===== src/rtl/seq_test_ctrl.sv =====
// -----------------------------------------------------------------------------
// seq_test_ctrl
//   Stimulus/score controller for the serial sequence detector. A start request
//   accepted in IDLE latches a bit pattern and length, then shifts the pattern
//   out MSB-first on data_out, one bit per DIV cycles. A drain period of 2*DIV
//   cycles follows so late detector responses are still scored. Rising edges of
//   detected_in seen while shifting or draining are counted (saturating) and the
//   count is reported with a busy/done handshake.
//
// Ports
//   sysclk      : system clock, all logic on the rising edge
//   rst         : asynchronous active-high reset
//   start       : run request, only honoured in IDLE
//   pattern     : bits to send; bit pat_len-1 goes out first, bit 0 last
//   pat_len     : number of bits to send, clamped to PAT_W
//   detected_in : detector output level
//   data_out    : serial bit to the detector
//   bit_strobe  : one-cycle pulse on the first cycle of each bit
//   busy        : high while shifting or draining
//   done        : one-cycle pulse when a run completes
//   match_cnt   : detected_in rising edges seen during the last run
// -----------------------------------------------------------------------------
module seq_test_ctrl #(
  parameter int PAT_W = 16,
  parameter int LEN_W = 5,
  parameter int DIV   = 4,
  parameter int CNT_W = 8
) (
  input  logic             sysclk,
  input  logic             rst,
  input  logic             start,
  input  logic [PAT_W-1:0] pattern,
  input  logic [LEN_W-1:0] pat_len,
  input  logic             detected_in,
  output logic             data_out,
  output logic             bit_strobe,
  output logic             busy,
  output logic             done,
  output logic [CNT_W-1:0] match_cnt
);

  localparam int IDX_W = (PAT_W > 1) ? $clog2(PAT_W) : 1;
  // The divider is reused by DRAIN, so it must reach 2*DIV-1.
  localparam int DIV_W = $clog2(2 * DIV);

  localparam logic [1:0] ST_IDLE  = 2'd0;
  localparam logic [1:0] ST_SHIFT = 2'd1;
  localparam logic [1:0] ST_DRAIN = 2'd2;
  localparam logic [1:0] ST_DONE  = 2'd3;

  localparam logic [DIV_W-1:0] DIV_LAST   = DIV_W'(DIV - 1);
  localparam logic [DIV_W-1:0] DRAIN_LAST = DIV_W'(2 * DIV - 1);
  localparam logic [LEN_W-1:0] LEN_MAX    = LEN_W'(PAT_W);
  localparam logic [CNT_W-1:0] CNT_MAX    = {CNT_W{1'b1}};

  logic [1:0]       state_r;
  logic [PAT_W-1:0] pat_r;
  logic [IDX_W-1:0] idx_r;
  logic [DIV_W-1:0] div_r;
  logic             det_q;

  logic [1:0]       state_s;
  logic [PAT_W-1:0] pat_s;
  logic [IDX_W-1:0] idx_s;
  logic [DIV_W-1:0] div_s;
  logic [LEN_W-1:0] len_clamp_s;
  logic             start_acc_s;
  logic             rise_s;
  logic             scoring_s;
  logic             data_s;
  logic             strobe_s;
  logic             busy_s;
  logic             done_s;
  logic [CNT_W-1:0] cnt_s;

  // Next-state logic for the run sequencer: pattern latch, bit index and divider.
  always_comb begin
    state_s     = state_r;
    pat_s       = pat_r;
    idx_s       = idx_r;
    div_s       = div_r;
    start_acc_s = 1'b0;
    if (pat_len > LEN_MAX) begin
      len_clamp_s = LEN_MAX;
    end else begin
      len_clamp_s = pat_len;
    end
    case (state_r)
      ST_IDLE: begin
        if (start) begin
          start_acc_s = 1'b1;
          pat_s       = pattern;
          div_s       = {DIV_W{1'b0}};
          // Underflow for a zero length is harmless: SHIFT is skipped.
          idx_s       = IDX_W'(len_clamp_s - LEN_W'(1));
          if (len_clamp_s == {LEN_W{1'b0}}) begin
            state_s = ST_DONE;
          end else begin
            state_s = ST_SHIFT;
          end
        end else begin
          state_s = ST_IDLE;
        end
      end
      ST_SHIFT: begin
        if (div_r == DIV_LAST) begin
          div_s = {DIV_W{1'b0}};
          if (idx_r == {IDX_W{1'b0}}) begin
            state_s = ST_DRAIN;
          end else begin
            idx_s = idx_r - IDX_W'(1);
          end
        end else begin
          div_s = div_r + DIV_W'(1);
        end
      end
      ST_DRAIN: begin
        if (div_r == DRAIN_LAST) begin
          div_s   = {DIV_W{1'b0}};
          state_s = ST_DONE;
        end else begin
          div_s = div_r + DIV_W'(1);
        end
      end
      ST_DONE: begin
        state_s = ST_IDLE;
      end
      default: begin
        state_s = ST_IDLE;
      end
    endcase
  end

  // Output and score next values; outputs are decoded from the next state so
  // the registered versions line up with the state they describe.
  always_comb begin
    rise_s    = detected_in & ~det_q;
    scoring_s = (state_r == ST_SHIFT) || (state_r == ST_DRAIN);
    if (state_s == ST_SHIFT) begin
      data_s   = pat_s[idx_s];
      strobe_s = (div_s == {DIV_W{1'b0}});
    end else begin
      data_s   = 1'b0;
      strobe_s = 1'b0;
    end
    busy_s = (state_s == ST_SHIFT) || (state_s == ST_DRAIN);
    done_s = (state_s == ST_DONE);
    // Clearing on an accepted start takes priority over any coincident rise.
    if (start_acc_s) begin
      cnt_s = {CNT_W{1'b0}};
    end else if (scoring_s && rise_s && (match_cnt != CNT_MAX)) begin
      cnt_s = match_cnt + CNT_W'(1);
    end else begin
      cnt_s = match_cnt;
    end
  end

  // State, datapath and registered outputs.
  always_ff @(posedge sysclk or posedge rst) begin
    if (rst) begin
      state_r    <= ST_IDLE;
      pat_r      <= {PAT_W{1'b0}};
      idx_r      <= {IDX_W{1'b0}};
      div_r      <= {DIV_W{1'b0}};
      det_q      <= 1'b0;
      data_out   <= 1'b0;
      bit_strobe <= 1'b0;
      busy       <= 1'b0;
      done       <= 1'b0;
      match_cnt  <= {CNT_W{1'b0}};
    end else begin
      state_r    <= state_s;
      pat_r      <= pat_s;
      idx_r      <= idx_s;
      div_r      <= div_s;
      det_q      <= detected_in;
      data_out   <= data_s;
      bit_strobe <= strobe_s;
      busy       <= busy_s;
      done       <= done_s;
      match_cnt  <= cnt_s;
    end
  end

endmodule


===== config.mk =====
export PLATFORM = sky130hd
export DESIGN_NAME = seq_test_ctrl
export DESIGN_NICKNAME = d
export VERILOG_FILES = /design/src/rtl/seq_test_ctrl.sv
export SDC_FILE = /design/constraint.sdc
export NUM_CORES = 1
export LEC_CHECK = 0
export BUFFER_PORTS_ARGS = -buffer_cell sky130_fd_sc_hd__buf_2
export CAP_MARGIN = 20
export CORE_MARGIN = 5
export CORE_UTILIZATION = 45
export DETAILED_ROUTE_END_ITERATION = 10
export PLACE_DENSITY_LB_ADDON = 0.08
export SYNTH_ARGS = -nofsm -noshare
export SYNTH_HDL_FRONTEND = slang
export SYNTH_SLANG_ARGS = --single-unit

===== constraint.sdc =====
create_clock -name sysclk -period 2.2 [get_ports sysclk]
set_input_delay 0.44 -clock sysclk [delete_from_list [all_inputs] [get_ports sysclk]]
set_output_delay 0.44 -clock sysclk [all_outputs]
set_load 0.01 [all_outputs]

Word-level counts from Yosys, hierarchy flattened
Cells that the tools add are included.
{"block": "op_classes", "addsub": 4, "magnitude_cmp": 2, "eq_ne": 9, "n_mux": 25, "n_bitwise": 2, "reduce_logical": 9}
{"operator": "2-to-1 mux 16 bit", "n": 2}
{"operator": "2-to-1 mux 8 bit", "n": 2}
{"operator": "2-to-1 mux 4 bit", "n": 3}
{"operator": "2-to-1 mux 2 bit", "n": 5}
{"operator": "2-to-1 mux 3 bit", "n": 3}
{"operator": "one-hot mux 3 bit (3 select lines)", "n": 1}
{"operator": "adder 8 x 1 -> 8 bit, second input constant", "n": 1}
{"operator": "equality test 2 bit, second input constant", "n": 4}
{"operator": "inequality test 8 bit, second input constant", "n": 1}
{"operator": "one-hot mux 2 bit (4 select lines)", "n": 1}
{"operator": "one-hot mux 4 bit (2 select lines)", "n": 1}
{"operator": "subtractor 4 x 1 -> 4 bit, second input constant", "n": 2}
{"operator": "> comparator 5 bit, second input constant", "n": 1}
{"operator": "zero test 5 bit", "n": 1}
{"operator": "less-than comparator 4 x 5 -> 1 bit, second input constant", "n": 1}
{"operator": "2-to-1 mux 1 bit", "n": 5}
{"operator": "2-to-1 mux 5 bit", "n": 1}
{"operator": "binary-select mux 1 bit (select 4 bit)", "n": 1}
{"operator": "equality test 2 x 1 -> 1 bit, second input constant", "n": 2}
{"operator": "zero test 4 bit", "n": 1}
{"operator": "adder 3 x 1 -> 3 bit, second input constant", "n": 1}
{"operator": "equality test 3 x 2 -> 1 bit, second input constant", "n": 1}
{"operator": "equality test 3 bit, second input constant", "n": 1}
{"operator": "zero test 3 bit", "n": 1}
{"operator": "6 further kinds", "n": 8}
{"block": "totals", "register_bits": 38, "input_bits": 25, "out_inout_bits": 12, "elab_cells": 61}

Logic depth before layout (Yosys ltp)
Gate-level depths: netlist (run 1).
{"block": "logic_depth", "depth_word": 8, "depth_mapped": 13}

Worst setup path before layout (run 1)
Ideal clock, no wire load.
{"block": "synth_timing", "path_type": "register to register", "startpoint": "reg idx_r[0]", "endpoint": "reg data_out", "setup_ns": 0.092, "arrival_time_ns": 2.163, "required_ns": 2.108, "setup_slack_ns": -0.055, "stages_incl_launch_ff": 11, "path_cell_list": "dfrtp_1 -> inv_1 -> ha_1 -> nor3b_2 -> o21ai_1 -> o31ai_1 -> a221o_1 -> buf_6 -> mux2_1 -> mux2_2 -> o31ai_2"}
{"block": "synth_between", "elab_chain_cells": 7, "elab_cells_between_ends": 13, "classes_between": "1 x add/sub; 1 x eq/ne; 10 x mux; 1 x reduce/logical"}
{"element": "start: declaration", "line": "58", "source": "logic [IDX_W-1:0] idx_r;"}
{"element": "start signal: assignment", "line": "163", "source": "idx_r <= {IDX_W{1'b0}};"}
{"element": "start signal: assignment", "line": "174", "source": "idx_r <= idx_s;"}
{"element": "subtractor 4 x 1 -> 4 bit / zero test 4 bit (equally long branches)", "line": "111, 108"}
{"element": "2-to-1 mux 4 bit (*)", "line": "108", "source": "if (idx_r == {IDX_W{1'b0}}) begin"}
{"element": "2-to-1 mux 4 bit (*)", "line": "106", "source": "if (div_r == DIV_LAST) begin"}
{"element": "one-hot mux 4 bit (2 select lines) (*)", "line": "88", "source": "case (state_r)"}
{"element": "net idx_s[1]", "line": "64", "source": "logic [IDX_W-1:0] idx_s;"}
{"element": "binary-select mux 1 bit (select 4 bit) (*)", "line": "140", "source": "data_s = pat_s[idx_s];"}
{"element": "2-to-1 mux 1 bit (implied by the code) (*)", "line": "140"}
{"element": "2-to-1 mux 1 bit (*)", "line": "139", "source": "if (state_s == ST_SHIFT) begin"}
{"element": "net data_s", "line": "70", "source": "logic data_s;"}
{"element": "end signal: assignment", "line": "177", "source": "data_out <= data_s;"}
{"element": "end: declaration", "line": "35", "source": "output logic data_out,"}
Mark *: on every way through the listed nets, which the timed path passes. The rest lies on a longest branch. The select of a mux whose other input is x is not followed.
A chain may end at the register's enable or synchronous reset.

Worst setup path in the final report (run 1)
{"block": "layout_timing", "startpoint": "reg idx_r[0]", "endpoint": "reg data_out"}
{"block": "layout_between", "elab_chain_cells": 7, "elab_cells_between_ends": 13, "classes_between": "1 x add/sub; 1 x eq/ne; 10 x mux; 1 x reduce/logical"}
{"element": "subtractor 4 x 1 -> 4 bit / zero test 4 bit (equally long branches)", "line": "111, 108"}
{"element": "2-to-1 mux 4 bit", "line": "108"}
{"element": "2-to-1 mux 4 bit", "line": "106"}
{"element": "one-hot mux 4 bit (2 select lines)", "line": "88"}
{"element": "binary-select mux 1 bit (select 4 bit)", "line": "140"}
{"element": "2-to-1 mux 1 bit (implied by the code)", "line": "140"}
{"element": "2-to-1 mux 1 bit (*)", "line": "139"}
{"element": "net data_s", "line": "70"}
Marks and branches as above.

==> out/metrics.csv, run 1 <==
metric,value,unit
outcome,finished with violations,
violations,setup timing,
nFillCells,394,
insertedDiodeCount,0,
worst_slack,-0.0629,ns
synth.net_count,260,
r2r_cells,10,
wl_met1,1.95,mm
numCtsBuffers,5,
path_cells,"inv_1, ha_2, nor3b_4, buf_4, o311ai_2, buf_4, mux2i_1, mux2_1, mux2_2, o31ai_2",
arrival,2.47,ns
cts_tree,yes,
clock_path_buffers,2,
nNetsFinal,330,
required,2.41,ns
slowest_stage,dfrtp_1,
max_slew.worst_pin.slew,0.448,ns
design_area,2720,um^2
rrSetupSlack,-0.06,ns
cts_sinks,38,
critical_path.top_delay_family,multiplexers,
grt_max_degree,39,
yosysTopAreaCellShare,46.0,%
rsz0062_at_grt,yes,
initialDrtViolationCount,60,
cpPeakStageDelay,0.38,ns
antenna_found_initial,0,
final_hold_viol_count,0,
path_clk_slew,0.08,ns
placed_cell_area,2490,um^2
synth_warnings,0,
ir_worst_vdd,0.711,mV
worst-path-max-fanout,7,
overflow,0,
avgViaCountPerCell,4.91,
cts-root-buf,clkbuf_8,
area_delta_synth_final,31.9,%
min_path_type,primary input to async pin,
netlist.top_cell.by_area,dfrtp_1,
syn_inst,221,
grt_pass1_vias,1610,
cp_num_buf_inv,3,
die_w,77.8,um
p_total,3.68,mW
met2_length,2.08,mm
ys_seq_area_share,46.0,%
io_buffer_count,36,
synth_edf_count,0,
ios,37,
start_kind,register,
slew_violations,0,
grt_use_total,15.0,%
multi_input_area,1090,um^2
fp.dieArea,6050,um^2
drive_gt1_share,32.6,%
drcViolationCount,0,
fmax,0.442,GHz
drtPass1Iterations,4,
setup_viol,1,
vias,1684,
r2r-end,data_out,
maxSlewHeadroom,69.8,%
avgSynthCellArea,9.35,um^2
synth_area_leaders,"dfrtp_1 (46%), nand2_1 (10%), ha_1 (8.5%)",
crit_type,register to register,
core.rowCount,24,
dr_wl_met3,239,um
syn_area,2070,um^2
ctsHtreeMaxLevel,2,
ant_nets,0,
ff_latch_area,951,um^2
clock_skew,0.0106,ns
cap_violations,0,
reg2reg_from,idx_r[0],
wirelength,4.31,mm
grt_pass1_wl,7.25,mm
ys_seq_elements,38,
place_ws,-0.145,ns
wl_per_cell,12.6,um
synthArstFlopShare,100,%
die_h,77.8,um
top_layer,met4,
core-area,4410,um^2
min_period,2.26,ns
period_share,103,%
crit_path_end_kind,register,
synth_cell_type_count,38,
p_leak,1.43,nW
p_per_area,1350,nW/um^2
start_util,46.8,%
synth_ff_type,dfrtp_1,
clock_latency,0.29,ns
cpMostUsedCell,buf_4,
gp_congestion,0.752,
hpwl,3.22,mm
==> sequential cells by signal, indices dropped and copies added (netlist names) <==
signal / count
done: 1
det_q: 1
bit_strobe: 1
state_r: 2
idx_r: 4
match_cnt: 8
pat_r: 16
busy: 1
data_out: 1
div_r: 3
==> logic make-up after synthesis <==
family / share of synthesized area (%)
AO/OA/AOI/OAI: 8.66
XOR/XNOR: 3.82
adder cells (fa/ha/maj): 8.48
buffers and inverters: 5.27
flip-flops: 46.0
multiplexers: 8.06
AND/OR/NAND/NOR: 19.7
==> synthesized netlist by cell type, types with 2 or more instances <==
cell type and count:
buf_6 2, nand3_1 5, buf_2 3, and3_1 2, dfrtp_1 38, o21ai_0 3
xor2_1 5, nand2b_1 2, inv_1 16, a22oi_1 3, o21ai_1 2, xnor2_1 4
o21a_1 2, nor2b_1 2, mux2_1 2, a21oi_1 4, nor4_1 2, mux2i_1 11
o31ai_1 2, nand2_1 57, ha_1 14, nor2_1 18, nor3_1 3, o221ai_1 2
mux2_2 3, clkbuf_1 2
==> cell type report <==
class / count / area share [%]
timing repair buffer: 71 / 16.4
sequential: 38 / 34.9
tap: 52 / 2.39
inverter: 16 / 2.20
clock inverter: 1 / 1.10
multi-input combinational: 159 / 40.0
clock buffer: 6 / 3.03
==> cell usage in the layout (no fill, tap or decap), drive strengths merged, types with 2 or more instances in the layout <==
master / netlist / layout
xor2: 5 / 5
nor3b: 2 / 2
o221ai: 2 / 2
o21a: 2 / 2
dfrtp: 38 / 38
o21ai: 5 / 5
mux2i: 11 / 11
nor2: 18 / 18
clkbuf: 2 / 6
and3: 2 / 2
nand2: 57 / 57
inv: 16 / 16
a22oi: 3 / 3
nor4: 2 / 2
o31ai: 3 / 3
nor2b: 2 / 2
nand2b: 2 / 2
buf: 6 / 71
nor3: 3 / 3
ha: 14 / 14
nand3: 5 / 5
xnor2: 4 / 4
mux2: 5 / 5
a21oi: 4 / 4
==> report_power, final <==
| part | switching, mW | internal (mW) | leakage [nW] |
|---|---|---|---|
| combinational | 0.989 | 1.02 | 0.888 |
| sequential | 0.112 | 0.958 | 0.484 |
| clock | 0.238 | 0.363 | 0.0573 |
| total | 1.34 | 2.34 | 1.43 |
==> how the worst max path moves through the flow <==
stage,startpoint,end,slack (ns),cells past startpoint
detailed placement,pat_len[4],data_out,-0.15,8
global route,state_r[0],data_out,-0.20,10
finish,idx_r[0],data_out,-0.06,10
CTS,div_r[1],data_out,-0.01,9
floorplan,div_r[0],data_out,0.0006,10
global placement,pat_len[4],data_out,-0.11,8
==> timing repair <==
item                       CTS  global route
setup endpoints to repair    2             2
pin swaps                    4             6
hold buffers                 0             0
gates resized for setup      5             9
gates cloned                 0             0
setup buffers                2             4
==> routing by layer <==
metal | vias to the layer above | track usage, %
met5 | - | 0
met4 | 0 | 4.98
met3 | 6 | 5.44
met2 | 35 | 23.4
met1 | 770 | 19.2
li1 | 873 | -
==> per-stage QoR <==
step | utilization [%] | hold slack [ns] | setup TNS [ns] | instances
after floorplan | - | 0.440 | 0 | 221
after global placement | 56.3 | 0.453 | -0.111 | 330
after detailed placement | 56.3 | 0.460 | -0.145 | 330
after CTS | 59.9 | 0.254 | -0.0133 | 339
after global routing | 61.7 | 0.258 | -0.197 | 343
final | 61.7 | 0.241 | -0.0629 | 343
==> worst min-delay path, delay by kind of cell <==
kind	cells	cell delay [ns]
buffers and inverters	3	0.53
(Power assumes the default switching activity.)
==> run 2, diff against run 1 <==
- CORE_UTILIZATION: 45 -> 50
==> out/metrics.csv, run 2 (same netlist as run 1, synthesis figures left out) <==
metric,value,unit,change
wl_per_cell,12.4,um,-1.3%
p_clk_share,13.2,%,-3.1 points
start_util,51.6,%,+4.8 points
top_layer,met4,,
core-area,4000,um^2,-9.4%
rsz0062_at_grt,yes,,
ir_worst_vdd,0.741,mV,+4.2%
r2r_cells,10,,unchanged
met2_length,2.03,mm,-2.2%
ant_nets,0,,unchanged
path_cells,"inv_1, ha_2, nor3b_4, buf_4, o311ai_4, buf_4, mux2i_1, mux2_4, mux2_4, o31ai_2",,
placed_cell_area,2470,um^2,-0.70%
path_clk_slew,0.08,ns,about the same
cap_violations,0,,unchanged
max_slew.worst_pin.slew,0.480,ns,+0.0322 ns
period_share,103,%,about the same
dr_wl_met3,215,um,-10%
p_sw,1.38,mW,+3.3%
clock_path_buffers,2,,unchanged
clock_skew,0.00919,ns,-0.00138 ns
wirelength,4.23,mm,-1.9%
avgViaCountPerCell,4.89,,-0.31%
area_delta_synth_final,32.2,%,
min_path_type,primary input to async pin,,
start_kind,register,,
setup_viol,1,,unchanged
grt_pass1_wl,7.18,mm,-1.0%
vias,1669,,-0.89%
required,2.41,ns,about the same
grt_max_degree,39,,unchanged
placed_cells,326,,-1.2%
antenna_found_initial,0,,unchanged
drcViolationCount,0,,unchanged
fp.dieArea,5520,um^2,-8.8%
worst_slack,-0.0611,ns,+0.00179 ns
crit_type,register to register,,
ios,37,,unchanged
io_buffer_count,36,,unchanged
grt_pass1_vias,1624,,+0.87%
final_common_cell,nand2_1,,
violations,setup timing,,
drive_gt1_share,33.0,%,+0.34 points
place_ws,-0.173,ns,-0.0274 ns
grt_use_total,16.9,%,+1.9 points
seq_power_share,29.3,%,+0.3 points
cts-root-buf,clkbuf_8,,
cts_tree,yes,,
hpwl,3.11,mm,-3.4%
slowest_stage,dfrtp_1,,
gp_congestion,0.763,,+1.4%
rrSetupSlack,-0.06,ns,about the same
worst-path-max-fanout,5,,-2
core.rowCount,23,,-4.2%
cts_sinks,38,,unchanged
maxSlewHeadroom,67.7,%,-2.2 points
die_w,74.3,um,-4.5%
min_period,2.26,ns,-0.00179 ns
comb_power_share,57.6,%,+3.0 points
initialDrtViolationCount,37,,-38%
reg2reg_from,idx_r[1],,
clock_latency,0.29,ns,about the same
outcome,finished with violations,,
reg_top3,"pat_r: 16 flops, match_cnt: 8 flops, idx_r: 4 flops",,
final_hold_viol_count,0,,unchanged
slew_violations,0,,unchanged
cpPeakStageDelay,0.39,ns,about the same
arrival,2.47,ns,about the same
largest_reg_flops,16,,unchanged
final_cells,341,,-0.58%
numCtsBuffers,5,,unchanged
p_int,2.31,mW,-1.5%
overflow,0,,unchanged
layout_common_cells,"nand2_1 (57), dfrtp_1 (38), buf_2 (36), buf_4 (34), nor2_1 (18)",,
switching_share,37.4,%,+1.1 points
insertedDiodeCount,0,,unchanged
die_h,74.3,um,-4.5%
fmax,0.442,GHz,about the same
nNetsFinal,329,,-0.30%
p_per_area,1350,nW/um^2,about the same
design_area,2730,um^2,+0.28%
p_leak,1.43,nW,about the same
ctsHtreeMaxLevel,2,,unchanged
r2r-end,data_out,,
drtPass1Iterations,4,,unchanged
crit_path_end_kind,register,,
max_flop_register,pat_r,,
wl_met1,1.91,mm,-1.8%
-- run 2: power groups by stage --
stage	clock (mW)	sequential, mW	combinational, mW
after CTS	0.508	1.08	1.87
after global routing	0.549	1.11	2.37
after floorplan	0	1.11	1.14
after global placement	0	1.08	1.73
after detailed placement	0	1.08	1.76
final	0.486	1.08	2.12
-- run 2: how the worst max path moves through the flow --
stage                    start        to  slack, ns
floorplan             div_r[0]  data_out     0.0006
global placement    pat_len[4]  data_out      -0.14
detailed placement  pat_len[4]  data_out      -0.17
CTS                   idx_r[1]  data_out      -0.01
global route          idx_r[1]  data_out      -0.18
finish                idx_r[1]  data_out      -0.06
-- run 2: per-stage QoR --
stage	TNS, ns	power (mW)	hold WS (ns)	util (%)
4_1_cts	-0.0127	3.46	0.247	65.3
5_1_grt	-0.289	4.03	0.256	68.3
2_1_floorplan	0	2.25	0.440	-
3_3_place_gp	-0.135	2.81	0.453	61.7
6_report	-0.0611	3.69	0.246	68.3
3_5_place_dp	-0.173	2.84	0.458	61.7
-- run 2: layer usage --
metal / vias to the layer above / global-route usage [%]
met3: 9 / 6.49
met2: 29 / 27.2
met5: - / 0
met4: 0 / 5.14
li1: 872 / -
met1: 759 / 21.3
-- run 2: worst max-delay path: cells and delay by family, from the launching register on --
kind	cells	cell delay [ns]
buffers and inverters	3	0.41
AND/OR/NAND/NOR	1	0.26
AO/OA/AOI/OAI	2	0.28
flip-flops	1	0.39
adder cells (fa/ha/maj)	1	0.18
multiplexers	3	0.65
-- run 2: layout make-up --
class | count | area [um^2]
Inverter | 16 | 60.1
Clock inverter | 2 | 12.5
Sequential cell | 38 | 951
Tap cell | 50 | 62.6
Timing Repair Buffer | 70 | 435
Fill cell | 339 | 1270
Multi-Input combinational cell | 159 | 1130
Clock buffer | 6 | 82.6
-- run 2: what timing repair did --
action | CTS | global route
pin swaps | 3 | 9
setup buffers | 2 | 6
gates resized for setup | 5 | 14
gates cloned | 0 | 0
setup endpoints to repair | 2 | 2
hold buffers | 0 | 0
==> run 3, diff against run 2 <==
- ABC_AREA: default -> 1
==> out/metrics.csv, run 3 <==
metric,value,unit,change
cts_hold_buf,0,,unchanged
drtPass1Iterations,4,,unchanged
numCtsBuffers,5,,unchanged
nNetsFinal,348,,+5.8%
min_path_type,primary input to async pin,,
core.rowCount,23,,unchanged
grt_pass1_vias,1619,,-0.31%
crit_type,register to register,,
yosysTopAreaCellShare,44.3,%,-1.7 points
outcome,"finished, final reports clean",,
fmax,0.494,GHz,+12%
cts-root-buf,clkbuf_8,,
drcViolationCount,0,,unchanged
synth_commonest_cells,"nand2_1 (83), dfrtp_1 (38), inv_1 (29)",,
syn_area,2140,um^2,+3.8%
p_sw,1.27,mW,-8.1%
fp.dieArea,5700,um^2,+3.3%
ctsHtreeMaxLevel,2,,unchanged
synth_ff_type,dfrtp_1,,
avgViaCountPerCell,4.99,,+1.9%
hpwl,3.32,mm,+6.9%
ir_worst_vdd,0.728,mV,-1.7%
synth_warnings,0,,unchanged
p_int,1.75,mW,-24%
largest_reg_flops,16,,unchanged
overflow,0,,unchanged
comb_power_share,48.9,%,-8.7 points
layout_common_cells,"nand2_1 (83), dfrtp_1 (38), buf_2 (36), inv_1 (29), nand3_1 (24)",,
wirelength,4.29,mm,+1.3%
drive_gt1_share,21.9,%,-11 points
die_h,75.5,um,+1.6%
die_w,75.5,um,+1.6%
grt_use_total,16.4,%,-0.47 points
syn_inst,264,,+19%
ys_seq_area_share,44.3,%,-1.7 points
ys_seq_elements,38,,unchanged
synthArstFlopShare,100,%,unchanged
core-area,4090,um^2,+2.2%
ant_nets,0,,unchanged
cts_resized,0,,-5
antenna_found_initial,0,,unchanged
synth_edf_count,0,,unchanged
grt_max_degree,39,,unchanged
synth.net_count,303,,+17%
p_leak,1.33,nW,-7.2%
synthMostInstantiatedCell,nand2_1,,
p_total,3.02,mW,-18%
path_clk_slew,0.08,ns,about the same
cts_tree,yes,,
synth_area_leaders,"dfrtp_1 (44%), nand2_1 (15%), ha_1 (8.2%)",,
arrival,2.21,ns,-0.26 ns
setup_viol,0,,-1
insertedDiodeCount,0,,unchanged
worst-path-max-fanout,10,,+5
crit_path_end_kind,register,,
p_clk_share,16.3,%,+3.1 points
switching_share,42.0,%,+4.6 points
nFillCells,365,,+7.7%
min_period,2.02,ns,-0.237 ns
netlist.top_cell.by_area,dfrtp_1,,
avgSynthCellArea,8.12,um^2,-13%
start_util,52.5,%,+0.84 points
tns,0,ns,+0.0611 ns
final_common_cell,nand2_1,,
final_hold_viol_count,0,,unchanged
io_buffer_count,36,,unchanged
slew_violations,0,,unchanged
reg_top3,"pat_r: 16 flops, match_cnt: 8 flops, idx_r: 4 flops",,
cts_sinks,38,,unchanged
maxSlewHeadroom,68.2,%,+0.53 points
cap_violations,0,,unchanged
wl_per_cell,11.9,um,-4.0%
area_delta_synth_final,16.7,%,
period_share,92.0,%,-11 points
cts_setup_buffers,0,,-2
required,2.38,ns,-0.03 ns
worst_slack,0.176,ns,+0.237 ns
initialDrtViolationCount,67,,+81%
vias,1795,,+7.5%
clock_path_buffers,2,,unchanged
grt_pass1_wl,7.18,mm,about the same
place_ws,0.126,ns,+0.299 ns
start_kind,register,,
ios,37,,unchanged
rsz0062_at_grt,no,,
clock_skew,0.00401,ns,-0.00518 ns
seq_power_share,34.8,%,+5.5 points
synth_cell_type_count,37,,-2.6%
p_per_area,1210,nW/um^2,-11%
max_slew.worst_pin.slew,0.477,ns,-0.00295 ns
gp_congestion,0.858,,+12%
max_flop_register,pat_r,,
clock_latency,0.28,ns,about the same
## run 3: cell types whose count changed after synthesis, moves of 5 or more
| cell | previous run | this run |
|---|---|---|
| nand2_1 | 57 | 83 |
| nor2_1 | 18 | 11 |
| mux2i_1 | 11 | 0 |
| nand3_1 | 5 | 24 |
| o21ai_0 | 3 | 12 |
| inv_1 | 16 | 29 |
| nand2_2 | 0 | 5 |
## run 3: final cells by class
class / count / area [um^2] / share of cell area [%]
Clock inverter: 1 / 5.00 / 0.200
Inverter: 32 / 121 / 4.85
Multi-Input combinational cell: 190 / 1050 / 42.0
Sequential cell: 38 / 951 / 38.0
Clock buffer: 7 / 86.3 / 3.45
Tap cell: 50 / 62.6 / 2.50
Timing Repair Buffer: 42 / 225 / 9.00
## run 3: power by group through the flow
stage / sequential [mW] / clock [mW] / combinational, mW
final: 1.05 / 0.492 / 1.48
after global routing: 1.08 / 0.538 / 1.68
after CTS: 1.05 / 0.506 / 1.48
after detailed placement: 1.07 / 0 / 1.48
after global placement: 1.06 / 0 / 1.47
after floorplan: 1.07 / 0 / 1.10
## run 3: logic make-up (layout without fill, tap and decap cells)
group           count (synthesis)  after routing  synth area share, %
compound gates                 29             29                 7.99
xor+xnor                        2              2                0.817
fa+ha+maj                      14             14                 8.17
buf+inv                        36             82                 6.94
flops                          38             38                 44.3
simple gates                  145            145                 31.7
## run 3: worst paths after layout
kind	start	to	slack (ns)	cells after the start
worst max-delay path	div_r[0]	data_out	0.18	14
worst min-delay path	rst	pat_r[5]	0.24	3
worst max register to register	div_r[0]	data_out	0.18	14
worst min register to register	pat_r[1]	pat_r[1]	0.48	2
max in group asynchronous	rst	pat_r[8]	1.61	3
min in group sysclk	detected_in	det_q	0.28	1
## run 3: critical path, stage by stage (launching register included)
cell     delay, ns
dfrtp_1       0.39
ha_1          0.23
ha_1          0.27
nand2_1       0.10
inv_1         0.05
nand2_1       0.10
nor2_2        0.06
a21oi_4       0.16
nand2_4       0.12
nand2_1       0.09
nand3_1       0.07
nand3_1       0.08
nand2_1       0.05
nor2_1        0.11
nor2_1        0.05
## run 3: stage by stage
step / util (%) / hold slack (ns) / std cells / cell area (um^2)
final: 61.2 / 0.240 / 360 / 2500
after floorplan: - / 0.445 / 264 / 2140
after global placement: 58.8 / 0.459 / 352 / 2400
after global routing: 61.2 / 0.271 / 360 / 2500
after CTS: 61.1 / 0.263 / 360 / 2500
after detailed placement: 58.8 / 0.462 / 352 / 2400
## run 3: layer usage
metal	GRT usage, %	vias to the layer above	wire length [um]
met5	0	-	0
met4	6.60	0	61
met3	2.77	5	133
met2	25.9	26	1970
met1	22.5	828	2120
li1	-	936	-
